$ cat src/rtl/hazard_stall_ctrl.sv
// hazard_stall_ctrl: pipeline stall/flush scheduler for memory waits, load-use hazards and redirects.
module hazard_stall_ctrl #(
    parameter int CNT_W         = 16,
    parameter int REDIRECT_NOPS = 2
) (
    input  logic             clk,
    input  logic             rst,
    input  logic [4:0]       id_rs1_index,
    input  logic [4:0]       id_rs2_index,
    input  logic             id_rs1_used,
    input  logic             id_rs2_used,
    input  logic [4:0]       ex_rd_index,
    input  logic             ex_regfile_en,
    input  logic             ex_is_load,
    input  logic             ex_jb_taken,
    input  logic             im_busy,
    input  logic             dm_busy,
    output logic             pc_stall,
    output logic             if_id_stall,
    output logic             id_ex_stall,
    output logic             ex_mem_stall,
    output logic             if_id_flush,
    output logic             id_ex_flush,
    output logic [CNT_W-1:0] stall_cycles,
    output logic [CNT_W-1:0] flush_cycles
);
    localparam int NW = REDIRECT_NOPS > 1 ? $clog2(REDIRECT_NOPS) : 1;
    localparam logic [NW-1:0] NOP_INIT = NW'(REDIRECT_NOPS - 1);

    typedef enum logic [1:0] {RUN, MEM_WAIT, REDIRECT} state_t;

    state_t            state_q, state_d;
    logic [NW-1:0]     nop_q, nop_d;
    logic              pend_q, pend_d;
    logic [CNT_W-1:0]  stall_q, flush_q;
    logic              mem_wait, load_use, redir;

    always_comb begin
        mem_wait = im_busy | dm_busy;
        load_use = ex_is_load & ex_regfile_en & (ex_rd_index != 5'd0) &
                   ((id_rs1_used & (id_rs1_index == ex_rd_index)) |
                    (id_rs2_used & (id_rs2_index == ex_rd_index)));
        // A MEM_WAIT cycle whose wait has cleared behaves as RUN so a pending redirect starts at once
        redir = (state_q != REDIRECT && (ex_jb_taken || pend_q)) || state_q == REDIRECT;
        pc_stall     = 1'b0;
        if_id_stall  = 1'b0;
        id_ex_stall  = 1'b0;
        ex_mem_stall = 1'b0;
        if_id_flush  = 1'b0;
        id_ex_flush  = 1'b0;
        state_d      = RUN;
        nop_d        = nop_q;
        pend_d       = pend_q;
        if (rst) begin
            if_id_flush = 1'b1;
            id_ex_flush = 1'b1;
        end else if (mem_wait) begin
            pc_stall     = 1'b1;
            if_id_stall  = 1'b1;
            id_ex_stall  = 1'b1;
            ex_mem_stall = 1'b1;
            pend_d       = pend_q | ex_jb_taken;
            state_d      = (state_q == REDIRECT) ? REDIRECT : MEM_WAIT;
        end else if (redir) begin
            if_id_flush = 1'b1;
            id_ex_flush = 1'b1;
            if (state_q == REDIRECT) begin
                nop_d   = nop_q - NW'(1);
                state_d = (nop_q == NW'(1)) ? RUN : REDIRECT;
            end else begin
                nop_d   = NOP_INIT;
                pend_d  = 1'b0;
                state_d = (NOP_INIT != '0) ? REDIRECT : RUN;
            end
        end else if (load_use) begin
            pc_stall    = 1'b1;
            if_id_stall = 1'b1;
            id_ex_flush = 1'b1;
        end
    end

    always_ff @(posedge clk) begin
        if (rst) begin
            state_q <= RUN;
            nop_q   <= '0;
            pend_q  <= 1'b0;
            stall_q <= '0;
            flush_q <= '0;
        end else begin
            state_q <= state_d;
            nop_q   <= nop_d;
            pend_q  <= pend_d;
            if (pc_stall && !(&stall_q))
                stall_q <= stall_q + CNT_W'(1);
            if (id_ex_flush && !(&flush_q))
                flush_q <= flush_q + CNT_W'(1);
        end
    end

    assign stall_cycles = stall_q;
    assign flush_cycles = flush_q;
endmodule

$ cat config.mk
export PLATFORM = sky130hd
export DESIGN_NAME = hazard_stall_ctrl
export DESIGN_NICKNAME = d
export VERILOG_FILES = /design/src/rtl/hazard_stall_ctrl.sv
export SDC_FILE = /design/constraint.sdc
export NUM_CORES = 1
export LEC_CHECK = 0
export BUFFER_PORTS_ARGS = -buffer_cell sky130_fd_sc_hd__buf_2
export CAP_MARGIN = 15
export CELL_PAD_IN_SITES_DETAIL_PLACEMENT = 0
export CELL_PAD_IN_SITES_GLOBAL_PLACEMENT = 1
export CORE_ASPECT_RATIO = 0.6
export CORE_UTILIZATION = 39
export CTS_CLUSTER_DIAMETER = 50
export DETAILED_ROUTE_END_ITERATION = 10
export GPL_ROUTABILITY_DRIVEN = 1
export PLACE_DENSITY = 0.84
export SETUP_SLACK_MARGIN = 0.02
export SYNTH_ARGS = -nofsm -noshare
export SYNTH_HDL_FRONTEND = slang
export SYNTH_SLANG_ARGS = --single-unit
$ cat constraint.sdc
create_clock -name clk -period 3.3 [get_ports clk]
set_input_delay 0.66 -clock clk [delete_from_list [all_inputs] [get_ports clk]]
set_output_delay 0.66 -clock clk [all_outputs]
set_load 0.005 [all_outputs]
* Word-level counts from Yosys, hierarchy flattened
Cells that the tools add are included.
Storage, ports and cells: register bits after elaboration 36, bits of input ports 24, output and inout port bits 38, word-level logic and storage cells 56
Operators by class: add/sub/neg operators 3, equal/unequal tests 5, multiplexer cells 21, bitwise logic cells 9, reductions and logical operators 13
Operators by type and width (count):
- 16-bit by 1-bit adder with 16-bit output, second input constant | 2
- 16-bit AND reduction | 2
- 1-bit two-way mux | 16
- 5-bit == test | 2
- 2-bit two-way mux | 5
- 1-bit bitwise AND | 5
- 5-bit nonzero test | 1
- 2-bit != test, second input constant | 2
- 2-bit AND reduction | 2
- 1-bit logical AND | 3
- 1-bit bitwise OR | 3
- 2-bit == test, second input constant | 1
- 1-bit zero test | 2
- 1-bit logical OR | 2
- 2-bit nonzero test | 1
- 1-bit NOT | 1
- 1-bit subtractor, second input constant | 1

* Depth between registers and ports, before layout
Gate-level depths: netlist of run 1.
depth in word-level cells 9, mapped depth 9, mapped depth without buffers 7

* Worst setup path before layout of run 1
Ideal clock, no wire load.
path kind input to output, from in ex_rd_index[1], to out pc_stall, arrival 1.747 ns, data required time 2.640 ns, slack 0.893 ns, cell stages on the path 6, path buffers 1, path through or4_4 -> o211ai_1 -> nor3_1 -> nand2_1 -> nand2_1 -> buf_4
Between the ends: cells in the longest elaborated chain, start to end 8, elaborated cells between the ends (all ways) 12, classes of those cells eq/ne: 2; mux: 4; bitwise: 5; reduce/logical: 1
RTL lines:
- start, declared | line 12 | input logic [4:0] ex_rd_index,
- 5-bit == test, on equally long branches | line 41, 42
- 1-bit bitwise AND, on equally long branches | line 41, 42
- 1-bit bitwise OR | line 41 | ((id_rs1_used & (id_rs1_index == ex_rd_index)) |
- 1-bit bitwise AND (*) | line 40 | load_use = ex_is_load & ex_regfile_en & (ex_rd_index != 5'd0) &
- 1-bit two-way mux (*) (4 in series)
- end, declared | line 18 | output logic pc_stall,
Mark *: on every way between the ends. The rest lies on a longest branch, timed or not.

* Worst setup path in the final report of run 1
from in ex_rd_index[2], to out id_ex_flush
Between the ends: cells in the longest elaborated chain, start to end 8, elaborated cells between the ends (all ways) 12, classes of those cells eq/ne: 2; mux: 4; bitwise: 5; reduce/logical: 1
RTL lines:
- 5-bit == test, on equally long branches | line 41, 42
- 1-bit bitwise AND, on equally long branches | line 41, 42
- 1-bit bitwise OR | line 41
- 1-bit bitwise AND (*) | line 40
- 1-bit two-way mux (*) | line 75 | end else if (load_use) begin
- 1-bit two-way mux (*) | line 64 | end else if (redir) begin
- 1-bit two-way mux (*) | line 57 | end else if (mem_wait) begin
- 1-bit two-way mux (*) | line 54 | if (rst) begin
- end, declared | line 23 | output logic id_ex_flush,
Marks and branches as above.

==> key figures, run 1 <==
CTS
  • CTS tree: yes
  • Root buf cell: clkbuf_8
  • H-tree Lvls: 2
  • Clk slew on worst S/H paths: ~70 ps
  • Clock buffer depth: 2
  • Worst skew pair latency: 290 ps
  • CTS Buf Count: 5
  • Post-CTS Setup Repair Bufs: 0
  • Post-CTS Resized: 0
  • Hold_buf cts: 0
  • Count of clock tree sinks: 36

Timing
  • Setup-failing EPs final: 0
  • Tmin final: 2650 ps
  • Max Slew Vio Count: 0
  • RSZ-0062 raised after global routing: false
  • Period utilization: 80.3%
  • Worst Tran Pin Value: between 700 and 800 ps
  • Worst slew margin: about half
  • Fmax: 378 MHz
  • Final worst slack: 652 ps
  • Setup tns final: 0 ps
  • Final Hold Viols: 0
  • Clock skew: 10.7 ps

Placed design
  • GP Congestion: around 0.72
  • Port bufs: 61
  • Placed Cells: roughly 350
  • Pre-CTS WS: 635 ps
  • Post-DP HPWL: around 3400 um

Pwr
  • Combinational power share: 11.1%
  • P_int: between 600 and 700 uW
  • Seq pwr share: 51.8%
  • IR drop worst, VDD: 240 uV
  • Leak: 0.000902 uW
  • Switching part of the total: 25.7%
  • Clk pwr share: 37.2%
  • Pwr dens: 376 nW/um^2
  • Net Sw Power: 226 uW

Worst hold path
  • Hold endpoint: nop_q
  • Hold_sp: nop_q
  • Hold WC Path Type: reg2reg
  • Worst hold stages: 1

Worst setup path
  • Critical R2R Launch: flush_cycles[0]
  • WS Path Type: in2out
  • Worst path required time: approximately 2600 ps
  • Flop2flop setup slack: 860 ps
  • CP startpoint kind: input port
  • Worst reg2reg path endpoint: flush_cycles[1]
  • CP arrival: 1990 ps
  • Reg2reg path depth: 7
  • Crit Path Max Fanout: 6
  • CP Capture Type: primary output

Die
  • Die width: approximately 93 um
  • Die area: between 5000 and 6000 um^2
  • Initial core utilization: roughly two fifths
  • IO Count: 62
  • Num rows: 19
  • DIE HEIGHT: roughly 56 um
  • Core Area: 4660 um^2

Detailed routing
  • DRT Pass-1 Iters: 4
  • Number of routed nets with antenna violations: 0
  • Initial DRC count: 58
  • Total number of vias: about 1900
  • Drt drc: 0
  • Wirelength, routed: 4710 um
  • WL per Instance: 13.1 um
  • Via density: 5.32

Cells and area
  • Final std cells w/o fill: 361
  • Final net count: 323
  • ANT cells: 0
  • Commonest non-fill, non-tap cell in the layout: buf_2
  • Commonest non-fill, non-tap cells in the layout: buf_2, dfxtp_1, a21oi_1, o21ai_0, or3_1
  • Proportion of layout cells with a drive suffix above 1: about a quarter
  • Area Overhead vs Synth: 21.3%

Job
  • Max Cap Viol: 0

Global routing
  • Vias in the first global route: 1782
  • Initial antenna violation count: 0
  • Pin count of the biggest net entering global routing: 41
  • Grt ovf: 0
  • GRT Overall Usage: 19.4%
  • Global-route wire length before repair: 8120 um

Synth
  • Yosys reg bits: 36
  • Yosys warns: 0
  • Ys async rst share: 0%
  • Top FF cell, synth: dfxtp_1
  • Synthesized area per cell: 8.11 um^2
  • Syn_nets: 264
  • EDFF count, synth: 0
  • Register area share after synthesis: 37.4%
  • Mapped Cells: 238
  • Synth cell types: 43
  • Synth Cell Area: 1930 um^2

Outcome
  • Status: finished clean
==> layout make-up <==
class                   instances  area, um^2
flip-flops and latches         36         721
clock inverters                 2        10.0
repair buffers                 62         313
fillers                       505        2320
multi-input cells             187        1120
inverters                       5        18.8
well taps                      63        78.8
clock buffers                   6        82.6
==> cell usage after synthesis, types with 4 or more instances <==
library cell  number  area share [%]
nand2_1           18             3.5
nand4_1           12             3.9
clkbuf_1           4            0.78
dfxtp_1           36              37
nor2_1            13             2.5
inv_1              5            0.97
or3_1             22             7.1
xnor2_1           10             4.5
o21ai_0           23             6.0
a21oi_1           29             7.5
or4_1              4             1.6
nand3_1           11             2.9
o31ai_1            4             1.6
==> stage by stage <==
stage          power (uW)  hold WS [ps]  utilization [%]  cell area [um^2]
6_report              880           488             50.2              2340
4_1_cts               892           483             50.2              2340
2_1_floorplan         530           447                -              1930
3_3_place_gp          562           465             48.2              2250
5_1_grt               921           506             50.2              2340
3_5_place_dp          564           469             48.2              2250
==> registers in the layout, summed over array words and instances (netlist names) <==
register,cells
flush_cycles,16
nop_q,1
pend_q,1
stall_cycles,16
state_q,2
==> logic make-up after synthesis <==
group / count (synthesis) / synth area share, %
flops: 36 / 37.4
compound gates: 71 / 21.5
xor+xnor: 13 / 5.90
simple gates: 99 / 28.1
buf+inv: 15 / 4.80
fa+ha+maj: 2 / 1.30
mux: 2 / 1.04
==> power groups by stage <==
stage | Sequential (uW) | Combinational, uW | Clock, uW
floorplan | 464 | 66.1 | 0
global placement | 466 | 96.8 | 0
detailed placement | 466 | 97.8 | 0
CTS | 456 | 98.2 | 339
global route | 458 | 110 | 353
finish | 456 | 97.3 | 327
==> how the worst max path moves through the flow <==
stage                              start          endpoint  slack, ps
after floorplan           ex_rd_index[1]          pc_stall        890
after detailed placement  ex_rd_index[2]  flush_cycles[15]        630
after global placement    ex_rd_index[2]       id_ex_flush        640
after global routing      ex_rd_index[1]       id_ex_flush        440
after CTS                 ex_rd_index[1]       id_ex_flush        640
final                     ex_rd_index[2]       id_ex_flush        650
==> worst max-delay path: stages <==
cell and delay [ps]:
buf_2 120, xnor2_1 150, nand4_1 100, o22ai_1 520, a31o_2 300, buf_2 120
==> metal layers <==
layer	vias up	part of all wire, %	wire, um	global-route usage, %
met5	-	0	0	0
met4	0	0.66	31	4.84
met3	4	6.1	288	5.28
met2	50	38	1810	26.8
met1	871	55	2580	29.3
li1	997	-	-	-
Power figures use the tool's default switching activity.
==> inputs of run 2 (changes only) <==
--- a/config.mk
+++ b/config.mk
@@ -10,11 +10,11 @@
 export CELL_PAD_IN_SITES_DETAIL_PLACEMENT = 0
 export CELL_PAD_IN_SITES_GLOBAL_PLACEMENT = 1
 export CORE_ASPECT_RATIO = 0.6
-export CORE_UTILIZATION = 39
+export CORE_UTILIZATION = 33
 export CTS_CLUSTER_DIAMETER = 50
 export DETAILED_ROUTE_END_ITERATION = 10
 export GPL_ROUTABILITY_DRIVEN = 1
-export PLACE_DENSITY = 0.84
+export PLACE_DENSITY = 0.76
 export SETUP_SLACK_MARGIN = 0.02
 export SYNTH_ARGS = -nofsm -noshare
 export SYNTH_HDL_FRONTEND = slang
==> constraint.sdc (replaced) <==
create_clock -name clk -period 2.35 [get_ports clk]
set_input_delay 0.47 -clock clk [delete_from_list [all_inputs] [get_ports clk]]
set_output_delay 0.47 -clock clk [all_outputs]
set_load 0.005 [all_outputs]
==> run 2 against run 1 <==
Register-to-register slack lost 590 ps. Die area grew 18%. Via count grew 2.3%. Routed wire length grew 5.3%. Critical endpoint unchanged. Largest cell class unchanged.
==> key figures, run 2 (synthesis gave the netlist of run 1 again) <==
Outcome
  • Status: finished clean

Cells and area
  • Final std cells w/o fill: 390 (+8.0%)
  • Area Overhead vs Synth: 28.5%
  • Final core occ: 44.3% (-5.9 points)
  • ANT cells: 0 (unchanged)
  • Area of the multi-input gates: 1120 um^2 (unchanged)
  • Filler cells: 580 (+15%)
  • Commonest non-fill, non-tap cell in the layout: buf_2
  • Proportion of layout cells with a drive suffix above 1: 28.4% (+2.5 points)
  • Register area: 721 um^2 (unchanged)
  • Final net count: 335 (+3.7%)
  • Commonest non-fill, non-tap cells in the layout: buf_2, dfxtp_1, a21oi_1, o21ai_0, or3_1

Die
  • Initial core utilization: 34.5% (-6.9 points)
  • Core Area: 5600 um^2 (+20%)
  • Num rows: 21 (+2)
  • IO Count: 62 (unchanged)
  • Die width: 101 um (+8.5%)
  • DIE HEIGHT: 61.2 um (+8.4%)
  • Die area: 6170 um^2 (+18%)

CTS
  • Clock buffer depth: 2 (unchanged)
  • Root buf cell: clkbuf_8
  • Post-CTS Resized: 0 (unchanged)
  • Post-CTS Setup Repair Bufs: 0 (unchanged)
  • Count of clock tree sinks: 36 (unchanged)
  • Hold_buf cts: 0 (unchanged)
  • CTS Buf Count: 5 (unchanged)
  • CTS tree: yes
  • H-tree Lvls: 2 (unchanged)
  • Clk slew on worst S/H paths: 70 ps (about the same)
  • Worst skew pair latency: 280 ps (about the same)

Detailed routing
  • WL per Instance: 12.7 um (-2.5%)
  • Number of routed nets with antenna violations: 0 (unchanged)
  • Drt drc: 0 (unchanged)
  • DRT Pass-1 Iters: 4 (unchanged)
  • Via density: 5.04 (-5.3%)
  • Total number of vias: 1966 (+2.3%)
  • Wirelength, routed: 4960 um (+5.3%)
  • Initial DRC count: 95 (+64%)

Placed design
  • GP Congestion: 0.700 (-2.3%)
  • Port bufs: 61 (unchanged)
  • Placed Cells: 382 (+8.2%)
  • Post-DP HPWL: 3670 um (+7.1%)

Pwr
  • Pwr dens: 544 nW/um^2 (+44%)
  • Leak: 0.000972 uW (+7.7%)
  • IR drop worst, VDD: 237 uV (-1.6%)

Worst hold path
  • Hold WC Path Type: reg2reg
  • Hold_sp: nop_q

Global routing
  • Initial antenna violation count: 0 (unchanged)
  • Global-route wire length before repair: 7980 um (-1.8%)
  • Grt ovf: 0 (unchanged)
  • Vias in the first global route: 1654 (-7.2%)
  • Pin count of the biggest net entering global routing: 29 (-29%)
  • GRT Overall Usage: 16.6% (-2.8 points)

Timing
  • Worst slew margin: 73.0% (+21 points)
  • Setup tns final: 0 ps (unchanged)
  • Max Slew Vio Count: 0 (unchanged)
  • Fmax: 444 MHz
  • Tmin final: around 2300 ps
  • Setup-failing EPs final: 0 (unchanged)
  • Final Hold Viols: 0 (unchanged)
  • Period utilization: between 90 and 100%
  • RSZ-0062 raised after global routing: false
  • Clock skew: 6.59 ps (-4.07 ps)
  • Worst Tran Pin Value: 401 ps (-324 ps)

Worst setup path
  • CP arrival: 1780 ps (-210 ps)
  • CP Launch Point: ex_rd_index[1]
  • Critical R2R Launch: flush_cycles[0]
  • Crit Path Max Fanout: 3 (-3)
  • Worst path required time: 1880 ps (-760 ps)
  • WS Path Type: in2out
  • CP startpoint kind: input port
  • CP Capture Type: primary output

Job
  • Max Cap Viol: 0 (unchanged)
run 2: changes by cell type in the layout (fill, tap and decap cells not counted), sizes merged:
cell    delta
bufinv     +1
buf       +12
clkinv     -1
run 2: final timing paths:
| check | cells after the start | end | slack (ps) |
|---|---|---|---|
| hold / removal | 1 | nop_q | 490 |
| setup reg to reg | 8 | flush_cycles[15] | 270 |
| hold reg to reg | 1 | nop_q | 490 |
| setup / recovery | 5 | id_ex_flush | 100 |
run 2: where the power goes:
group	switching (uW)	internal (uW)	total, uW
combinational	91.6	81.1	173
sequential	7.41	623	630
clock	230	315	545
run 2: through the flow:
stage / hold slack (ps) / worst slack, ps / power, uW / instance area, um^2
floorplan: 447 / 204 / 744 / 1930
global placement: 462 / 105 / 814 / 2370
detailed placement: 466 / 100 / 817 / 2370
CTS: 475 / 94.0 / 1360 / 2480
global route: 507 / 38.8 / 1410 / 2480
finish: 488 / 96.2 / 1350 / 2480
run 2: layer usage:
metal	routed length (um)	part of all wire, %	vias up	GRT usage, %
met1	2710	55	896	24.9
met4	15	0.30	0	4.97
met2	1970	40	40	22.5
li1	-	-	1028	-
met3	265	5.3	2	4.99
met5	0	0	-	0
run 2: area by class of cell:
class	instances	area share [%]
sequential	36	29.1
clock inverter	2	1.41
multi-input combinational	187	45.0
clock buffer	6	2.93
timing repair buffer	74	16.8
tap	80	4.04
inverter	5	0.757
run 2: worst max-delay path, stage by stage:
cell and delay, ps:
buf_2 120, or4_4 530, o211a_1 250, a31o_2 270, buf_2 130
==> inputs of run 3 (changes only) <==
--- a/config.mk
+++ b/config.mk
@@ -14,6 +14,7 @@
 export CTS_CLUSTER_DIAMETER = 50
 export DETAILED_ROUTE_END_ITERATION = 10
 export GPL_ROUTABILITY_DRIVEN = 1
+export GPL_TIMING_DRIVEN = 0
 export PLACE_DENSITY = 0.76
 export SETUP_SLACK_MARGIN = 0.02
 export SYNTH_ARGS = -nofsm -noshare
==> run 3 against run 2 <==
Design area up 1.9%. Clock power decreased by 14%. Critical path type unchanged. Combinational power about the same. Critical path depth unchanged. Total power down 5.0%. First-iteration DRC count down 28%. Count of clock-buffer cells in the layout unchanged. Hold slack worse by 26 ps. Largest cell class unchanged. Fmax up 0.98%. Critical endpoint unchanged.
==> key figures, run 3 (synthesis gave the netlist of run 1 again) <==
Outcome
  • Status: finished clean

Pwr
  • IR drop worst, VDD: 207 uV (-12%)
  • Design Power: 1280 uW (-5.0%)
  • Pwr dens: 507 nW/um^2 (-6.8%)
  • Leak: 0.000967 uW (-0.45%)

Worst setup path
  • CP max stage delay: 520 ps (about the same)
  • Critical-path cell list: buf_2 > or4_4 > o211a_1 > a31o_2 > buf_2
  • Crit Path Max Fanout: 3 (unchanged)
  • WS Path Type: in2out
  • Critical R2R Launch: flush_cycles[0]
  • Most used cell, CP: buf_2
  • CP arrival: 1760 ps (-20 ps)
  • CP Launch Point: ex_rd_index[2]
  • CP startpoint kind: input port
  • CP max stage cell: or4_4
  • Worst path required time: 1880 ps (about the same)
  • CP Capture Type: primary output

Cells and area
  • Commonest non-fill, non-tap cells in the layout: buf_2, dfxtp_1, a21oi_1, o21ai_0, or3_1
  • Design area: 2530 um^2 (+1.9%)
  • ANT cells: 0 (unchanged)
  • Final net count: 337 (+0.60%)
  • Commonest non-fill, non-tap cell in the layout: buf_2
  • Area Overhead vs Synth: 30.9%
  • Proportion of layout cells with a drive suffix above 1: 31.1% (+2.7 points)

Detailed routing
  • Initial DRC count: 68 (-28%)
  • Wirelength, routed: 5310 um (+7.0%)
  • WL per Instance: 13.5 um (+6.5%)
  • Number of routed nets with antenna violations: 0 (unchanged)
  • DRT Pass-1 Iters: 4 (unchanged)
  • Total number of vias: 2035 (+3.5%)
  • Drt drc: 0 (unchanged)
  • Via density: 5.19 (+3.0%)

CTS
  • Root buf cell: clkbuf_8
  • H-tree Lvls: 2 (unchanged)
  • CTS Buf Count: 5 (unchanged)
  • Worst skew pair latency: 290 ps (about the same)
  • Count of clock tree sinks: 36 (unchanged)
  • Hold_buf cts: 0 (unchanged)
  • CTS tree: yes
  • Clock buffer depth: 2 (unchanged)
  • Clk slew on worst S/H paths: 70 ps (about the same)

Die
  • Die width: 101 um (unchanged)
  • IO Count: 62 (unchanged)
  • Num rows: 21 (unchanged)
  • DIE HEIGHT: 61.2 um (unchanged)
  • Core Area: 5600 um^2 (unchanged)
  • Die area: 6170 um^2 (unchanged)
  • Initial core utilization: 34.5% (unchanged)

Timing
  • Fmax: 448 MHz (+0.98%)
  • RSZ-0062 raised after global routing: false
  • Tmin final: 2230 ps (-21.8 ps)
  • Clock skew: 8.26 ps (+1.67 ps)
  • Max Slew Vio Count: 0 (unchanged)
  • Setup tns final: 0 ps (unchanged)
  • Final Hold Viols: 0 (unchanged)
  • Setup-failing EPs final: 0 (unchanged)
  • Period utilization: 95.0% (-0.93 points)
  • Worst slew margin: 66.0% (-7.0 points)
  • Worst Tran Pin Value: 510 ps (+108 ps)

Job
  • Max Cap Viol: 0 (unchanged)

Placed design
  • Post-DP Area: 2330 um^2 (-1.5%)
  • Port bufs: 61 (unchanged)
  • Post-DP HPWL: 3900 um (+6.4%)
  • GP Congestion: 0.734 (+4.8%)

Worst hold path
  • Hold_sp: ex_jb_taken
  • Hold WC Path Type: in2reg

Global routing
  • Grt ovf: 0 (unchanged)
  • Pin count of the biggest net entering global routing: 12 (-59%)
  • GRT Overall Usage: 17.5% (+0.85 points)
  • Vias in the first global route: 1615 (-2.4%)
  • Initial antenna violation count: 0 (unchanged)
  • Global-route wire length before repair: 8080 um (+1.3%)
run 3: cell types whose count changed in the layout (fill, tap and decap cells not counted), sizes merged:
cell and change:
bufinv -1, buf -2, clkinv +1, clkbuf +4
run 3: routing by layer:
layer  vias to the layer above  track usage (%)  routed length, um
met1                       954             26.6               2860
met4                         0             5.80                 15
met2                        45             23.3               2120
met5                         -                0                  0
met3                         2             4.77                310
li1                       1034                -                  -
run 3: layout make-up:
cell class,count,area [um^2]
buffer,9,68.8
clock buffer,6,82.6
clock inverter,2,10.0
fill,584,3070
inverter,5,18.8
multi-input combinational,187,1150
sequential,36,726
tap,80,100
timing repair buffer,67,365
run 3: timing repair:
| item | CTS | global route |
|---|---|---|
| setup buffers | 3 | 3 |
| pin swaps | 5 | 6 |
| gates resized for setup | 6 | 11 |
| setup endpoints to repair | 21 | 28 |
run 3: worst paths after layout:
kind | end | cells past startpoint | slack [ps]
worst min-delay path | pend_q | 3 | 460
worst max register to register | flush_cycles[1] | 9 | 160
worst max-delay path | id_ex_flush | 5 | 120
worst min register to register | nop_q | 1 | 490
run 3: critical path: cells and delay by family:
family | cells | cell delay (ps)
and+or+nand+nor | 1 | 520
AOI/OAI and AO/OA | 2 | 520
buffers and inverters | 2 | 260
run 3: metrics by stage:
| stage | utilization (%) | cells | setup WS, ps | hold slack (ps) |
|---|---|---|---|---|
| after detailed placement | 41.7 | 379 | -188 | 474 |
| after global routing | 45.1 | 392 | 19.4 | 459 |
| final | 45.1 | 392 | 118 | 462 |
| after global placement | 41.7 | 379 | -204 | 466 |
| after floorplan | - | 238 | 204 | 447 |
| after CTS | 44.1 | 389 | 40.3 | 450 |
run 3: power by group:
group | total [uW] | internal [uW] | leakage [uW] | switching [uW]
combinational | 170 | 84.7 | 0.000623 | 85.6
clock | 466 | 234 | 0.0000510 | 232
sequential | 645 | 625 | 0.000293 | 20.0
total | 1280 | 943 | 0.000967 | 337
